[config.mk]
export PLATFORM = sky130hd
export DESIGN_NAME = fifo_wr_ptr_flat
export DESIGN_NICKNAME = d
export VERILOG_FILES = /design/src/rtl/fifo_wr_ptr_if.sv /design/src/rtl/fifo_wr_ptr.sv /design/src/flat_wrapper.sv
export SDC_FILE = /design/constraint.sdc
export NUM_CORES = 1
export LEC_CHECK = 0
export CAP_MARGIN = 20
export CORE_ASPECT_RATIO = 0.75
export CORE_MARGIN = 3
export CORE_UTILIZATION = 45
export CTS_BUF_LIST = sky130_fd_sc_hd__clkbuf_16
export DETAILED_ROUTE_END_ITERATION = 10
export HOLD_SLACK_MARGIN = 0.05
export PLACE_DENSITY = 0.68
export SLEW_MARGIN = 20
export SYNTH_ARGS = -nofsm -noshare
export SYNTH_HDL_FRONTEND = slang
export SYNTH_SLANG_ARGS = --single-unit
[constraint.sdc]
create_clock -name clk -period 5.25 [get_ports clk]
set_clock_uncertainty 0.05 [all_clocks]
set_input_delay 0.7875 -clock clk [delete_from_list [all_inputs] [get_ports clk]]
set_output_delay 0.7875 -clock clk [all_outputs]
set_load 0.02 [all_outputs]
[src/rtl/fifo_wr_ptr_if.sv]
// Write-side bundle of the ADC->FT245 async FIFO: producer request, read-domain
// Gray pointer in, RAM strobe/address and status flags out.
interface fifo_wr_ptr_if #(
  parameter int unsigned ADDR_WIDTH = 10
);

  logic                  wr_en;
  logic [ADDR_WIDTH:0]   rd_gray;
  logic                  mem_we;
  logic [ADDR_WIDTH-1:0] wr_addr;
  logic [ADDR_WIDTH:0]   wr_gray;
  logic                  full;
  logic                  almost_full;
  logic [ADDR_WIDTH:0]   fill_level;
  logic                  overflow;

  modport master (
    output wr_en,
    output rd_gray,
    input  mem_we,
    input  wr_addr,
    input  wr_gray,
    input  full,
    input  almost_full,
    input  fill_level,
    input  overflow
  );

  modport slave (
    input  wr_en,
    input  rd_gray,
    output mem_we,
    output wr_addr,
    output wr_gray,
    output full,
    output almost_full,
    output fill_level,
    output overflow
  );

endinterface

[src/rtl/fifo_wr_ptr.sv]
// Write-domain pointer/flag logic of the async sample FIFO: binary RAM address,
// Gray pointer export, read-pointer synchroniser and full/almost-full/level/overflow.
module fifo_wr_ptr #(
  parameter int unsigned ADDR_WIDTH         = 10,
  parameter int unsigned SYNC_STAGES        = 2,
  parameter int unsigned ALMOST_FULL_THRESH = (1 << ADDR_WIDTH) - 4
) (
  input  logic          clk,
  input  logic          rst,
  fifo_wr_ptr_if.slave  bus
);

  localparam int unsigned   PW    = ADDR_WIDTH + 1;
  localparam logic [PW-1:0] AF_TH = PW'(ALMOST_FULL_THRESH);
  localparam logic [PW-1:0] DEPTH = {1'b1, {ADDR_WIDTH{1'b0}}};

  generate
    if (SYNC_STAGES < 2 || SYNC_STAGES > 4) begin : g_bad_sync
      $error("fifo_wr_ptr: SYNC_STAGES must be 2..4");
    end
    if (ADDR_WIDTH < 2) begin : g_bad_addr
      $error("fifo_wr_ptr: ADDR_WIDTH must be at least 2");
    end
  endgenerate

  logic [PW-1:0] sync_q [SYNC_STAGES];
  logic [PW-1:0] rq;
  logic [PW-1:0] rbin;

  logic [PW-1:0] wbin;
  logic [PW-1:0] wgray_q;
  logic [PW-1:0] level_q;
  logic          full_q;
  logic          afull_q;
  logic          ovf_q;

  logic          accept;
  logic [PW-1:0] wbin_next;
  logic [PW-1:0] wgray_next;
  logic [PW-1:0] level_next;
  logic [PW-1:0] full_match;

  // Read-pointer synchroniser: rd_gray goes straight into the first flop.
  always_ff @(posedge clk) begin
    if (rst) begin
      for (int unsigned i = 0; i < SYNC_STAGES; i++) begin
        sync_q[i] <= '0;
      end
    end else begin
      sync_q[0] <= bus.rd_gray;
      for (int unsigned i = 1; i < SYNC_STAGES; i++) begin
        sync_q[i] <= sync_q[i-1];
      end
    end
  end

  assign rq = sync_q[SYNC_STAGES-1];

  // Each binary bit is the XOR of all Gray bits at or above it.
  always_comb begin
    rbin = '0;
    for (int unsigned i = 0; i < PW; i++) begin
      rbin[i] = ^(rq >> i);
    end
  end

  always_comb begin
    accept     = bus.wr_en & ~full_q & ~rst;
    wbin_next  = wbin + {{ADDR_WIDTH{1'b0}}, accept};
    wgray_next = wbin_next ^ (wbin_next >> 1);
    level_next = wbin_next - rbin;
    full_match = {~rq[PW-1:PW-2], rq[PW-3:0]};
  end

  always_ff @(posedge clk) begin
    if (rst) begin
      wbin    <= '0;
      wgray_q <= '0;
      level_q <= '0;
      full_q  <= 1'b0;
      afull_q <= 1'b0;
      ovf_q   <= 1'b0;
    end else begin
      wbin    <= wbin_next;
      wgray_q <= wgray_next;
      level_q <= level_next;
      full_q  <= (wgray_next == full_match);
      afull_q <= (level_next >= AF_TH);
      ovf_q   <= ovf_q | (bus.wr_en & full_q);
    end
  end

  assign bus.mem_we      = accept;
  assign bus.wr_addr     = wbin[ADDR_WIDTH-1:0];
  assign bus.wr_gray     = wgray_q;
  assign bus.full        = full_q;
  assign bus.almost_full = afull_q;
  assign bus.fill_level  = level_q;
  assign bus.overflow    = ovf_q;

  a_gray_step: assert property (@(posedge clk) disable iff (rst)
    !$past(rst) |-> ($countones(bus.wr_gray ^ $past(bus.wr_gray)) <= 1));

  a_level_bound: assert property (@(posedge clk) disable iff (rst)
    bus.fill_level <= DEPTH);

  a_ovf_sticky: assert property (@(posedge clk) disable iff (rst)
    (!$past(rst) && $past(bus.overflow)) |-> bus.overflow);

  a_no_write_full: assert property (@(posedge clk)
    bus.full |-> !bus.mem_we);

endmodule

[src/flat_wrapper.sv]
// flat-port wrapper written by rule: the top's interface ports become plain ports
module fifo_wr_ptr_flat 
#(
  parameter int unsigned ADDR_WIDTH         = 10,
  parameter int unsigned SYNC_STAGES        = 2,
  parameter int unsigned ALMOST_FULL_THRESH = (1 << ADDR_WIDTH) - 4
)
  (clk, rst, bus_wr_en, bus_rd_gray, bus_mem_we, bus_wr_addr, bus_wr_gray, bus_full, bus_almost_full, bus_fill_level, bus_overflow);
  fifo_wr_ptr_if #(.ADDR_WIDTH(ADDR_WIDTH)) bus_i ();
  input  logic clk;
  input  logic rst;
  input wire logic [$bits(bus_i.wr_en)-1:0] bus_wr_en;
  input wire logic [$bits(bus_i.rd_gray)-1:0] bus_rd_gray;
  output wire logic [$bits(bus_i.mem_we)-1:0] bus_mem_we;
  output wire logic [$bits(bus_i.wr_addr)-1:0] bus_wr_addr;
  output wire logic [$bits(bus_i.wr_gray)-1:0] bus_wr_gray;
  output wire logic [$bits(bus_i.full)-1:0] bus_full;
  output wire logic [$bits(bus_i.almost_full)-1:0] bus_almost_full;
  output wire logic [$bits(bus_i.fill_level)-1:0] bus_fill_level;
  output wire logic [$bits(bus_i.overflow)-1:0] bus_overflow;
  assign bus_i.wr_en = bus_wr_en;
  assign bus_i.rd_gray = bus_rd_gray;
  assign bus_mem_we = bus_i.mem_we;
  assign bus_wr_addr = bus_i.wr_addr;
  assign bus_wr_gray = bus_i.wr_gray;
  assign bus_full = bus_i.full;
  assign bus_almost_full = bus_i.almost_full;
  assign bus_fill_level = bus_i.fill_level;
  assign bus_overflow = bus_i.overflow;
  fifo_wr_ptr #(.ADDR_WIDTH(ADDR_WIDTH), .SYNC_STAGES(SYNC_STAGES), .ALMOST_FULL_THRESH(ALMOST_FULL_THRESH)) u_core (.clk(clk), .rst(rst), .bus(bus_i));
endmodule
==> impl_metrics.csv <==
group,metric,value,unit
cts,clk_pin_slew,0.05,ns
final_layout,nets,442,
setup_path,r2r-end,"u_core.bus.almost_full",
synthesis,yosys.area.top_type,"dfxtp_1",
cts,clockBufferDepth,2,
synthesis,synth_top_area_share,35.4,%
global_routing,grt_pass1_wl,12600,um
timing,slew_headroom,52.2,%
final_layout,nFillCells,593,
timing,rsz0062_at_grt,"no",
job,max_cap_viol_count,0,
global_routing,grt_antenna_before_repair,0,
synthesis,seq_area_frac_synth,35.4,%
setup_path,startpoint_type,"input pin",
cts,cts_tree,"done",
cts,cts_buffers,9,
placement,place_congestion,0.889,
cts,post_cts_buffers,0,
synthesis,syn_area,3220,sq um
timing,period_needed,4.51,ns
final_layout,diodes,0,
synthesis,ys_types,60,
global_routing,grt_pass1_vias,2494,
floorplanning,dieHeight,79.3,um
routing,ant_nets,0,
worst_hold_path,holdCritStartpoint,"u_core.sync_q[0][4]",
worst_hold_path,whs_path_depth,1,
pwr,switchingPower,427,uW
floorplanning,start_util,46.9,%
final_layout,area_growth,27.7,%
cts,ctsHoldBuffers,0,
synthesis,synth-seq-cells,57,
synthesis,synth.most_common_cell,"dfxtp_1",
routing,firstDrtPassIters,5,
worst_hold_path,holdPathEnd,"u_core.sync_q[0][15]",
routing,drcViolationCount,0,
setup_path,worst-r2r-setup-slack,0.87,ns
timing,timing.final.crit_share,85.8,%
cts,clkSinkCount,57,
synthesis,synthTopCellsByArea,"dfxtp_1 35%, xnor2_1 8.2%, nor2b_1 5.0%",
routing,routedWlPerCell,14.9,um
synthesis,yosys_warnings,0,
placement,portBuffers,49,
synthesis,syn_nets,391,
global_routing,grt_max_degree,58,
synthesis,syn_inst,366,
routing,viasPerCell,5.31,
routing,dr_total_vias,2761,
timing,worst_pin_slew,0.714,ns
global_routing,grtUsageMet3,4.31,%
synthesis,async_reset_ff_share,0,%
pwr,p_clk_share,38.6,%
setup_path,worstPathRequired,5.41,ns
global_routing,busiest_layer,"met2",
cts,cts_resized,0,
synthesis,avgSynthCellArea,8.80,sq um
floorplanning,fp-row-count,26,
synthesis,ys.flop_type,"dfxtp_1",
setup_path,cpPeakStageDelay,0.65,ns
setup_path,slowest_stage,"fa_1",
cts,root_buffer,"clkbuf_16",
cts,htree_levels,3,
timing,setup-tns-final,0,ns
final_layout,drive_above_1_share,8.77,%
setup_path,ff2ff_path_depth,12,
pwr,ir_drop,0.188,mV
pwr,p_leak,0.00164,uW
floorplanning,dieArea,8220,sq um
routing,wl,7770,um
setup_path,reg2reg_from,"u_core.sync_q[0][18]",
run_status,outcome,"finished, final reports clean",
final_layout,fin_util,60.0,%
setup_path,path_max_fanout,15,
setup_path,crit_type,"input pin to flop",
synthesis,synth.top_cells.by_count,"57 x dfxtp_1, 36 x nor2_1, 30 x xnor2_1, 26 x nor2b_1, 21 x nand2_1",
pwr,power_frac_comb,27.9,%
timing,setup_viol,0,
setup_path,crit_chain,"clkdlybuf4s50_1 -> nor3b_1 -> buf_4 -> ha_1 -> xnor2_1 -> inv_1 -> fa_1 -> nand4b_1 -> o211ai_1 -> o211ai_1 -> a32oi_1 -> a41oi_1 -> xnor2_1 -> nor2_1 -> a41o_1",
floorplanning,die_w,104,um
floorplanning,io_pins,50,
cts,clk_latency,0.32,ns
global_routing,gr-total-overflow,0,
global_routing,grtUsageMet2,29.6,%
global_routing,use_met1,27.1,%
pwr,p_per_area,349,nW/um^2
global_routing,grt_use_total,19.4,%
timing,slew_viol_final,0,
floorplanning,coreArea,6860,sq um
pwr,switching_share,29.8,%
timing,fmax,222,MHz
timing,hold_viol,0,
pwr,pwr-share-seq,33.5,%
synthesis,synth_edf_count,0,
setup_path,cp-end-kind,"flop",
placement,place_hpwl,5790,um
setup_path,cp.arrival,4.67,ns
pwr,p_int,1010,uW
routing,drt_iter0_drc,210,
worst_hold_path,min_path_type,"flop to flop",
metrics by stage:
step | setup WS (ns) | power, uW | area [sq um] | hold WS, ns | instances
after floorplan | 0.274 | 765 | 3220 | 0.364 | 366
after global placement | 0.636 | 883 | 3830 | 0.370 | 504
after detailed placement | 0.484 | 885 | 3830 | 0.376 | 504
after CTS | 0.783 | 1450 | 4120 | 0.386 | 520
after global routing | 0.364 | 1500 | 4120 | 0.388 | 520
final | 0.743 | 1430 | 4120 | 0.382 | 520
per-layer routing:
layer | vias to the layer above | share of wire (%)
li1 | 1381 | -
met1 | 1261 | 50
met2 | 111 | 42
met3 | 8 | 7.6
met4 | 0 | 1.2
met5 | - | 0
cells in the final DEF (no fill, tap or decap), types with 3 or more instances in the layout:
| cell | Yosys | final |
|---|---|---|
| a211oi_1 | 3 | 3 |
| buf_4 | 0 | 10 |
| o211ai_1 | 9 | 9 |
| a21oi_1 | 14 | 14 |
| nand3_1 | 8 | 8 |
| ha_1 | 10 | 10 |
| and3_1 | 7 | 7 |
| xnor3_1 | 4 | 4 |
| a31oi_1 | 4 | 4 |
| nor2_1 | 36 | 36 |
| a41oi_1 | 3 | 3 |
| nor2b_1 | 26 | 26 |
| xnor2_1 | 30 | 30 |
| inv_1 | 19 | 20 |
| and2_1 | 3 | 3 |
| clkdlybuf4s50_1 | 0 | 48 |
| o21ai_0 | 13 | 13 |
| nand2_1 | 21 | 21 |
| nand4_1 | 5 | 5 |
| dfxtp_1 | 57 | 57 |
| xor2_1 | 12 | 12 |
| nor3_1 | 13 | 13 |
| clkbuf_16 | 0 | 9 |
registers in the layout, indices dropped and copies added (netlist names):
| name | count |
|---|---|
| u_core.bus.full | 1 |
| u_core.sync_q | 22 |
| u_core.wbin | 10 |
| u_core.bus.wr_gray | 11 |
| u_core.bus.fill_level | 11 |
| u_core.bus.almost_full | 1 |
| u_core.bus.overflow | 1 |
worst max-delay path: cells and delay by family:
family	cells	cell delay [ns]
AOI/OAI and AO/OA	5	1.17
xor gates and xnor gates	2	0.40
adders and majority gates	2	1.02
buffers and inverters	3	0.83
and+or+nand+nor	3	0.46
worst max-delay path by stage:
stage | startpoint | to | slack (ns) | cells past startpoint
global route | bus_wr_en | u_core.bus.almost_full | 0.36 | 15
detailed placement | bus_wr_en | u_core.bus.almost_full | 0.48 | 15
finish | bus_wr_en | u_core.bus.almost_full | 0.74 | 15
global placement | bus_wr_en | u_core.bus.almost_full | 0.64 | 15
floorplan | rst | u_core.bus.almost_full | 0.27 | 14
CTS | bus_wr_en | u_core.bus.almost_full | 0.78 | 15
power groups by stage:
stage	registers (uW)	clock network, uW	logic (uW)
6_report	480	554	401
5_1_grt	484	585	436
4_1_cts	480	568	398
3_5_place_dp	489	0	396
3_3_place_gp	488	0	395
2_1_floorplan	515	0	250
logic make-up after synthesis:
| logic type | Yosys count | synth area share [%] |
|---|---|---|
| simple gates | 137 | 22.3 |
| fa+ha+maj | 11 | 4.50 |
| xor+xnor | 50 | 17.0 |
| buf+inv | 39 | 4.74 |
| flops | 57 | 35.4 |
| mux | 4 | 1.32 |
| compound gates | 68 | 14.8 |
cell type report:
type | count | area [sq um] | share of cell area [%]
Multi-Input combinational cell | 270 | 1930 | 46.9
Sequential cell | 57 | 1140 | 27.7
Timing Repair Buffer | 59 | 561 | 13.6
Clock buffer | 9 | 225 | 5.47
Tap cell | 98 | 123 | 2.98
Inverter | 20 | 75.1 | 1.82
Clock inverter | 7 | 62.6 | 1.52
(Power assumes the default switching activity.)
